**config.mk**
```make
export PLATFORM = sky130hd
export DESIGN_NAME = stack_tos_unit
export DESIGN_NICKNAME = d
export VERILOG_FILES = /design/src/rtl/stack_tos_unit.sv
export SDC_FILE = /design/constraint.sdc
export NUM_CORES = 1
export LEC_CHECK = 0
export ABC_AREA = 1
export CORE_MARGIN = 2
export CORE_UTILIZATION = 40
export CTS_CLUSTER_DIAMETER = 200
export DETAILED_ROUTE_END_ITERATION = 10
export HOLD_SLACK_MARGIN = 0.06
export SETUP_SLACK_MARGIN = 0.4
export SLEW_MARGIN = 5
export SYNTH_ARGS = -nofsm -noshare
export SYNTH_HDL_FRONTEND = slang
export SYNTH_SLANG_ARGS = --single-unit
```
**constraint.sdc**
```tcl
create_clock -name clk -period 8.48 [get_ports clk]
set_input_delay 1.696 -clock clk [delete_from_list [all_inputs] [get_ports clk]]
set_output_delay 1.696 -clock clk [all_outputs]
set_load 0.03 [all_outputs]
```
**src/rtl/stack_tos_unit.sv**
```systemverilog
// Flop-based hardware data stack with registered TOS/NOS views and an overflow/underflow/illegal fault FSM.
// Optional feature: define STACK_SWAP_EN to build op 110 (SWAP); without it op 110 faults as illegal.
module stack_tos_unit #(
    parameter  int WIDTH = 16,
    parameter  int DEPTH = 16,
    localparam int CW    = $clog2(DEPTH + 1)
) (
    input  logic             clk,
    input  logic             reset,
    input  logic [2:0]       op,
    input  logic             op_valid,
    output logic             op_ready,
    input  logic [WIDTH-1:0] din,
    input  logic             clr_fault,
    output logic [WIDTH-1:0] tos,
    output logic [WIDTH-1:0] nos,
    output logic [CW-1:0]    count,
    output logic             empty,
    output logic             full,
    output logic             fault,
    output logic [1:0]       fault_code
);
    localparam int AW = (DEPTH > 1) ? $clog2(DEPTH) : 1;

    localparam logic [CW-1:0] DEPTH_C = CW'(DEPTH);
    localparam logic [CW-1:0] ZERO_C  = CW'(1'b0);
    localparam logic [CW-1:0] ONE_C   = CW'(1'b1);
    localparam logic [CW-1:0] TWO_C   = CW'(2'd2);
    localparam logic [CW-1:0] THREE_C = CW'(2'd3);

    localparam logic [0:0] ST_RUN   = 1'b0;
    localparam logic [0:0] ST_FAULT = 1'b1;

    localparam logic [2:0] OP_NOP     = 3'b000;
    localparam logic [2:0] OP_PUSH    = 3'b001;
    localparam logic [2:0] OP_POP     = 3'b010;
    localparam logic [2:0] OP_BINOP   = 3'b011;
    localparam logic [2:0] OP_REPLACE = 3'b100;
    localparam logic [2:0] OP_DUP     = 3'b101;
`ifdef STACK_SWAP_EN
    localparam logic [2:0] OP_SWAP    = 3'b110;
`endif

    localparam logic [1:0] FC_NONE = 2'd0;
    localparam logic [1:0] FC_OVF  = 2'd1;
    localparam logic [1:0] FC_UNF  = 2'd2;
    localparam logic [1:0] FC_ILL  = 2'd3;

    logic [WIDTH-1:0] mem_r [DEPTH];
    logic [0:0]       state_r;
    logic [CW-1:0]    count_r;
    logic [WIDTH-1:0] tos_r;
    logic [WIDTH-1:0] nos_r;
    logic             empty_r;
    logic             full_r;
    logic             fault_r;
    logic             op_ready_r;
    logic [1:0]       code_r;

    logic             accept_s;
    logic             commit_s;
    logic             err_s;
    logic [1:0]       code_s;
    logic [CW-1:0]    count_next_s;
    logic [WIDTH-1:0] tos_next_s;
    logic [WIDTH-1:0] nos_next_s;
    logic             wr_en_s;
    logic [AW-1:0]    wr_idx_s;
    logic [WIDTH-1:0] wr_data_s;
`ifdef STACK_SWAP_EN
    logic             wr2_en_s;
    logic [AW-1:0]    wr2_idx_s;
    logic [WIDTH-1:0] wr2_data_s;
`endif
    logic             has1_s;
    logic             has2_s;
    logic             has3_s;
    logic             at_full_s;
    logic [AW-1:0]    idx_push_s;
    logic [AW-1:0]    idx_top_s;
    logic [AW-1:0]    idx_nos_s;
    logic [AW-1:0]    idx_third_s;
    logic [WIDTH-1:0] third_s;

    // Occupancy flags and slot indices; the third entry becomes NOS after a pop or binop
    always_comb begin
        has1_s      = (count_r >= ONE_C);
        has2_s      = (count_r >= TWO_C);
        has3_s      = (count_r >= THREE_C);
        at_full_s   = (count_r == DEPTH_C);
        idx_push_s  = AW'(count_r);
        idx_top_s   = AW'(count_r - ONE_C);
        idx_nos_s   = AW'(count_r - TWO_C);
        idx_third_s = AW'(count_r - THREE_C);
        if (has3_s) begin
            third_s = mem_r[idx_third_s];
        end else begin
            third_s = {WIDTH{1'b0}};
        end
    end

    // Op decode: bounds checks, next TOS/NOS/count and storage writes (tos_r/nos_r mirror the top two slots)
    always_comb begin
        accept_s     = op_valid & op_ready_r;
        err_s        = 1'b0;
        code_s       = FC_NONE;
        count_next_s = count_r;
        tos_next_s   = tos_r;
        nos_next_s   = nos_r;
        wr_en_s      = 1'b0;
        wr_idx_s     = idx_push_s;
        wr_data_s    = din;
`ifdef STACK_SWAP_EN
        wr2_en_s     = 1'b0;
        wr2_idx_s    = idx_nos_s;
        wr2_data_s   = tos_r;
`endif
        case (op)
            OP_NOP: begin
                err_s = 1'b0;
            end
            OP_PUSH: begin
                if (at_full_s) begin
                    err_s  = 1'b1;
                    code_s = FC_OVF;
                end else begin
                    wr_en_s      = 1'b1;
                    wr_idx_s     = idx_push_s;
                    wr_data_s    = din;
                    count_next_s = count_r + ONE_C;
                    tos_next_s   = din;
                    nos_next_s   = tos_r;
                end
            end
            OP_POP: begin
                if (!has1_s) begin
                    err_s  = 1'b1;
                    code_s = FC_UNF;
                end else begin
                    count_next_s = count_r - ONE_C;
                    tos_next_s   = nos_r;
                    nos_next_s   = third_s;
                end
            end
            OP_BINOP: begin
                if (!has2_s) begin
                    err_s  = 1'b1;
                    code_s = FC_UNF;
                end else begin
                    wr_en_s      = 1'b1;
                    wr_idx_s     = idx_nos_s;
                    wr_data_s    = din;
                    count_next_s = count_r - ONE_C;
                    tos_next_s   = din;
                    nos_next_s   = third_s;
                end
            end
            OP_REPLACE: begin
                if (!has1_s) begin
                    err_s  = 1'b1;
                    code_s = FC_UNF;
                end else begin
                    wr_en_s    = 1'b1;
                    wr_idx_s   = idx_top_s;
                    wr_data_s  = din;
                    tos_next_s = din;
                end
            end
            OP_DUP: begin
                // empty is reported before full
                if (!has1_s) begin
                    err_s  = 1'b1;
                    code_s = FC_UNF;
                end else if (at_full_s) begin
                    err_s  = 1'b1;
                    code_s = FC_OVF;
                end else begin
                    wr_en_s      = 1'b1;
                    wr_idx_s     = idx_push_s;
                    wr_data_s    = tos_r;
                    count_next_s = count_r + ONE_C;
                    nos_next_s   = tos_r;
                end
            end
`ifdef STACK_SWAP_EN
            OP_SWAP: begin
                if (!has2_s) begin
                    err_s  = 1'b1;
                    code_s = FC_UNF;
                end else begin
                    wr_en_s    = 1'b1;
                    wr_idx_s   = idx_top_s;
                    wr_data_s  = nos_r;
                    wr2_en_s   = 1'b1;
                    wr2_idx_s  = idx_nos_s;
                    wr2_data_s = tos_r;
                    tos_next_s = nos_r;
                    nos_next_s = tos_r;
                end
            end
`endif
            default: begin
                err_s  = 1'b1;
                code_s = FC_ILL;
            end
        endcase
    end

    assign commit_s = accept_s & ~err_s;

    // Stack storage; popped slots keep stale data
    always_ff @(posedge clk or negedge reset) begin
        if (!reset) begin
            for (int i = 0; i < DEPTH; i++) begin
                mem_r[i] <= {WIDTH{1'b0}};
            end
        end else begin
            if (commit_s && wr_en_s) begin
                mem_r[wr_idx_s] <= wr_data_s;
            end
`ifdef STACK_SWAP_EN
            if (commit_s && wr2_en_s) begin
                mem_r[wr2_idx_s] <= wr2_data_s;
            end
`endif
        end
    end

    // RUN/FAULT control plus registered views of the stack
    always_ff @(posedge clk or negedge reset) begin
        if (!reset) begin
            state_r    <= ST_RUN;
            count_r    <= ZERO_C;
            tos_r      <= {WIDTH{1'b0}};
            nos_r      <= {WIDTH{1'b0}};
            empty_r    <= 1'b1;
            full_r     <= 1'b0;
            fault_r    <= 1'b0;
            op_ready_r <= 1'b1;
            code_r     <= FC_NONE;
        end else if (state_r == ST_FAULT) begin
            if (clr_fault) begin
                state_r    <= ST_RUN;
                fault_r    <= 1'b0;
                op_ready_r <= 1'b1;
                code_r     <= FC_NONE;
            end
        end else if (accept_s) begin
            if (err_s) begin
                state_r    <= ST_FAULT;
                fault_r    <= 1'b1;
                op_ready_r <= 1'b0;
                code_r     <= code_s;
            end else begin
                count_r <= count_next_s;
                tos_r   <= tos_next_s;
                nos_r   <= nos_next_s;
                empty_r <= (count_next_s == ZERO_C);
                full_r  <= (count_next_s == DEPTH_C);
            end
        end
    end

    assign op_ready   = op_ready_r;
    assign tos        = tos_r;
    assign nos        = nos_r;
    assign count      = count_r;
    assign empty      = empty_r;
    assign full       = full_r;
    assign fault      = fault_r;
    assign fault_code = code_r;

endmodule

```
---- Word level (Yosys, flattened, before mapping) ----
Cells that the tools add are included.
operators by class
  reductions and logical operators ........ 13
  $lt $le $gt $ge ......................... 6
  equal/unequal tests ..................... 13
  bitwise gates (word level) .............. 6
  add/sub/neg operators ................... 4
  multiplexer cells ....................... 59
operators by type and width
  operator               number
  $bwmux W256            1
  $mux W16               15
  $pmux W16 S4           2
  $bmux W16 S4           1
  $demux W16 S4          1
  $mux W1                21
  $mux W5                4
  $pmux W5 S4            1
  $mux W2                7
  $ne A2 B2 Y1 const B   6
  $eq A5 B5 Y1 const B   2
  $ge A5 B2 Y1 const B   2
  $ge A5 B5 Y1 const B   2
  $not A4 Y5             2
  $pmux W2 S5            1
  $mux W4                2
  $pmux W4 S2            1
  $reduce_and A8 Y1      1
  $reduce_bool A4 Y1     2
  $sub A4 B2 Y4 const B  2
  $reduce_and A7 Y1      1
  $eq A3 B2 Y1 const B   2
  $eq A3 B3 Y1 const B   2
  $reduce_and A3 Y1      2
  14 further kinds       18
storage, ports and cells
  word-level logic and storage cells ...... 126
  flip-flop bits (word level) ............. 300
  input bits .............................. 23
  output and inout bits ................... 43

---- Depth between registers and ports, before layout ----
  depth after elaboration ................. 9
  mapped depth ............................ 19
  mapped depth without buffers ............ 16

---- Worst setup path before layout ----
Ideal clock, no wire load.
  path kind ............................... input -> register
  from .................................... input op[0]
  to ...................................... register mem_r[10] (netlist bit)
  path slack .............................. 5.295 ns
  buffers on the path ..................... 1
  arrival time ............................ 3.068 ns
  stages .................................. 10
  required time ........................... 8.363 ns
  cell sequence ........................... nor2_1 -> nand2_1 -> nor2_2 -> xor2_1 -> nand3_2 -> nor2_2 -> nand2_1 -> buf_2 -> nand2_1 -> nand2_1
on the way
  word-level cells in the longest chain between the ends .. 8
  elaborated cells on any way between the ends .. 21
  those cells by class .................... order compare (2); eq/ne (5); mux (7); bitwise (3); reduce/logical (4)
RTL lines
  element                                                             RTL line  text
  start, declared                                                     10        input logic [2:0] op,
  $eq A3 B3 Y1 or $eq A3 B2 Y1 (tied branches)                        118       case (op)
  $pmux W4 S2                                                         118
  $not A4 Y5 (not written as such)                                    219       mem_r[wr_idx_s] <= wr_data_s;
  $ge A5 B5 Y1 (not written as such) or $lt A5 B1 Y1 (tied branches)  219
  $logic_and A1 B1 Y1 (not written as such)                           219
  $mux W16 (not written as such)                                      219
  $demux W16 S4                                                       219
  $bwmux W256                                                         219
  end signal, assigned by index                                       215       mem_r[i] <= {WIDTH{1'b0}};
  end signal, assigned by index                                       219
  end, declared                                                       49        logic [WIDTH-1:0] mem_r [DEPTH];
Parallel ways exist; a longest one is shown, timed or not.
A chain may end at the register's enable or synchronous reset.

---- Worst setup path after layout ----
  from .................................... input op[0]
  to ...................................... register mem_r[143] (netlist bit)
The elaborated chain is that of the path after synthesis.

==> run metrics <==
cell-internal power 3.74 mW; most frequent cell after synthesis nand2_1; Antenna Nets Post-Route 0; final hold violation count 0; FF-to-FF setup slack 4.03 ns; Syn Nets 2135; pin count of the biggest net entering global routing 171; worst vdd ir 204 µV; status finished clean; HPWL after DPL 29300 µm; endpoints failing setup 0; post-synth top area share 47.7%; Post-synth top cells nand2_1 (914), nand3_1 (308), dfrtp_1 (298); Reg2Reg Launch Point count[1]; sw frac 45.4%; FMAX 0.198 GHz; Synth Register Bits 300; RSZ-0062 raised after global routing no; clk_skew 0.0337 ns; via count 14300; clock power share 22.0%; first-pass GRT wire length 80000 µm; CTS Buf Count 35; cells on worst reg2reg path 12; Post CTS Setup Buffer Count 0; CP Capture Type flop; CP required 8.89 ns; # IOs 66; worst hold path class reg2reg; Final GP Congestion 0.878; r2r endpoint mem_r[143]; slew margin rel. 20.7%; grt total ovfl 0; area of the core 0.0386 mm²; Iter 0 DRT Violations 1597; Skew-Pair Late Insertion Delay 0.54 ns; Resized cells post-CTS 0; Switch Pwr 3.11 mW; YS warnings 0; Worst Setup EP mem_r[143]; Worst Tran Pin Value 1.19 ns; die extent in x 202 µm; detailed-route DRC error count 0; Hold Buf Count CTS 0; final WL 49500 µm; CP Class in2reg; share of post-route cells with drive strength above 1 7.08%; Slew Viols, Final 0; Final Power 6.85 mW; Yosys top cell by area dfrtp_1; CTS root buffer clkbuf_16; worst-path fanout max 34; H-tree Lvls 2; gr usage total 24.6%; # clock sinks 300; Rows 72; minimum clock period 5.05 ns; PwrDens 391 mW/mm²; Mapped Avg Cell Area 7.43 µm²; vias in the first global route 13600; EDFF count, synth 0; Total Die Area 0.0407 mm²; initial antenna violation count 0; FFs w/ async S/R, synth 100%; Area growth, synth to finish 11.9%; clk buf depth 3; Final Cell Area 0.0175 mm²; worst setup path startpoint op[0]; WL/cell 19.0 µm; Clock transition at path regs 0.06 ns; post-synthesis cell type count 31; Post-synth top flop dfrtp_1; CTS tree yes; setup TNS 0 ns; Synth Instances 2103; final period utilization 59.6%; Leak 9.01 nW; via/cell ratio 5.49; Seq pwr share 32.5%; Post-layout nets 2101; largest cells by area after synthesis dfrtp_1 (48%), nand2_1 (22%), nand3_1 (9.9%); Area after DPL 0.0164 mm²; # port buffers 65; Die Ht 202 µm; Gate power share 45.5%; sequential share of the synthesized area 48.1%; Worst Path Arrival 5.46 ns; # diodes 0; Worst Setup Start Kind primary input; mapped cell area 0.0156 mm²; Starting Density 40.4%; maxcap violations 0; drt pass-1 iters 6
-- power by group through the flow --
stage | clock (mW) | combinational [mW] | sequential, mW
detailed placement | 0 | 3.08 | 2.24
global route | 1.59 | 3.44 | 2.28
CTS | 1.53 | 3.09 | 2.22
finish | 1.51 | 3.11 | 2.23
floorplan | 0 | 1.95 | 2.33
global placement | 0 | 3.06 | 2.24
-- metrics by stage --
| stage | setup WS (ns) | hold WS, ns | utilization, % | std cells |
|---|---|---|---|---|
| 6_report | 3.43 | 0.469 | 45.3 | 2609 |
| 5_1_grt | 3.11 | 0.481 | 45.3 | 2609 |
| 4_1_cts | 3.50 | 0.472 | 45.3 | 2609 |
| 3_5_place_dp | 2.97 | 0.458 | 42.4 | 2550 |
| 3_3_place_gp | 3.08 | 0.450 | 42.4 | 2550 |
| 2_1_floorplan | 5.29 | 0.437 | - | 2103 |
-- per-layer routing --
| metal | share of wire (%) | global-route usage, % | vias up | wire length, µm |
|---|---|---|---|---|
| li1 | - | - | 6750 | - |
| met1 | 45 | 35.3 | 6992 | 22300 |
| met2 | 47 | 39.2 | 502 | 23100 |
| met3 | 5.7 | 3.11 | 78 | 2840 |
| met4 | 2.6 | 7.06 | 0 | 1270 |
| met5 | 0 | 0 | - | 0 |
-- kinds of logic (layout without fill, tap and decap cells) --
group / count (synthesis) / in the layout / synth area share, %
DFF: 300 / 300 / 48.1
adders and majority gates: 9 / 9 / 0.721
AOI/OAI and AO/OA: 272 / 272 / 9.54
xor gates and xnor gates: 7 / 7 / 0.392
buffers and inverters: 208 / 196 / 6.42
and+or+nand+nor: 1307 / 1307 / 34.9
-- cells in the final DEF, fill, tap and decap left out, drive strengths merged, types with 2 or more instances in the layout --
cell,count
clkinv,5
nor2,51
xor2,6
nand3,311
a22oi,30
or2,16
dfstp,2
ha,9
nor3,2
nand2,923
a21oi,138
clkbuf,52
clkdlybuf4s50,64
inv,53
o211ai,19
o21ai,84
bufinv,2
buf,20
dfrtp,298
nand4,4
-- sequential cells by signal, summed over array words and instances (netlist names) --
signal	cells
nos	16
mem_r	256
count	5
empty	1
op_ready	1
fault	1
fault_code	2
tos	16
state_r	1
full	1
-- critical path, stage by stage --
cell             delay (ns)
clkdlybuf4s50_1        0.54
inv_1                  0.05
nor2_1                 0.13
nand2_1                0.09
nor2_1                 0.14
nand2_2                0.46
nand3_1                0.34
nand3_2                0.17
nor2_4                 0.78
nand2_1                0.74
nand2_1                0.22
nand2_1                0.07
-- worst min-delay path by stage --
stage          slack, ns  depth (start not counted)        from    endpoint
2_1_floorplan       0.44                          2  mem_r[126]  mem_r[126]
3_3_place_gp        0.45                          2  mem_r[254]  mem_r[254]
3_5_place_dp        0.46                          2   mem_r[84]   mem_r[84]
4_1_cts             0.47                          2  mem_r[126]  mem_r[126]
5_1_grt             0.48                          2  mem_r[177]  mem_r[177]
6_report            0.47                          2  mem_r[118]  mem_r[118]
-- cell type report --
cell class | instances | area, µm²
Clock inverter | 7 | 88.8
Fill cell | 3912 | 21200
Timing Repair Buffer | 84 | 811
Clock buffer | 52 | 1030
Multi-Input combinational cell | 1595 | 7200
Sequential cell | 300 | 7510
Tap cell | 518 | 648
Inverter | 53 | 206
No activity file was read; power rests on OpenSTA's default activity.
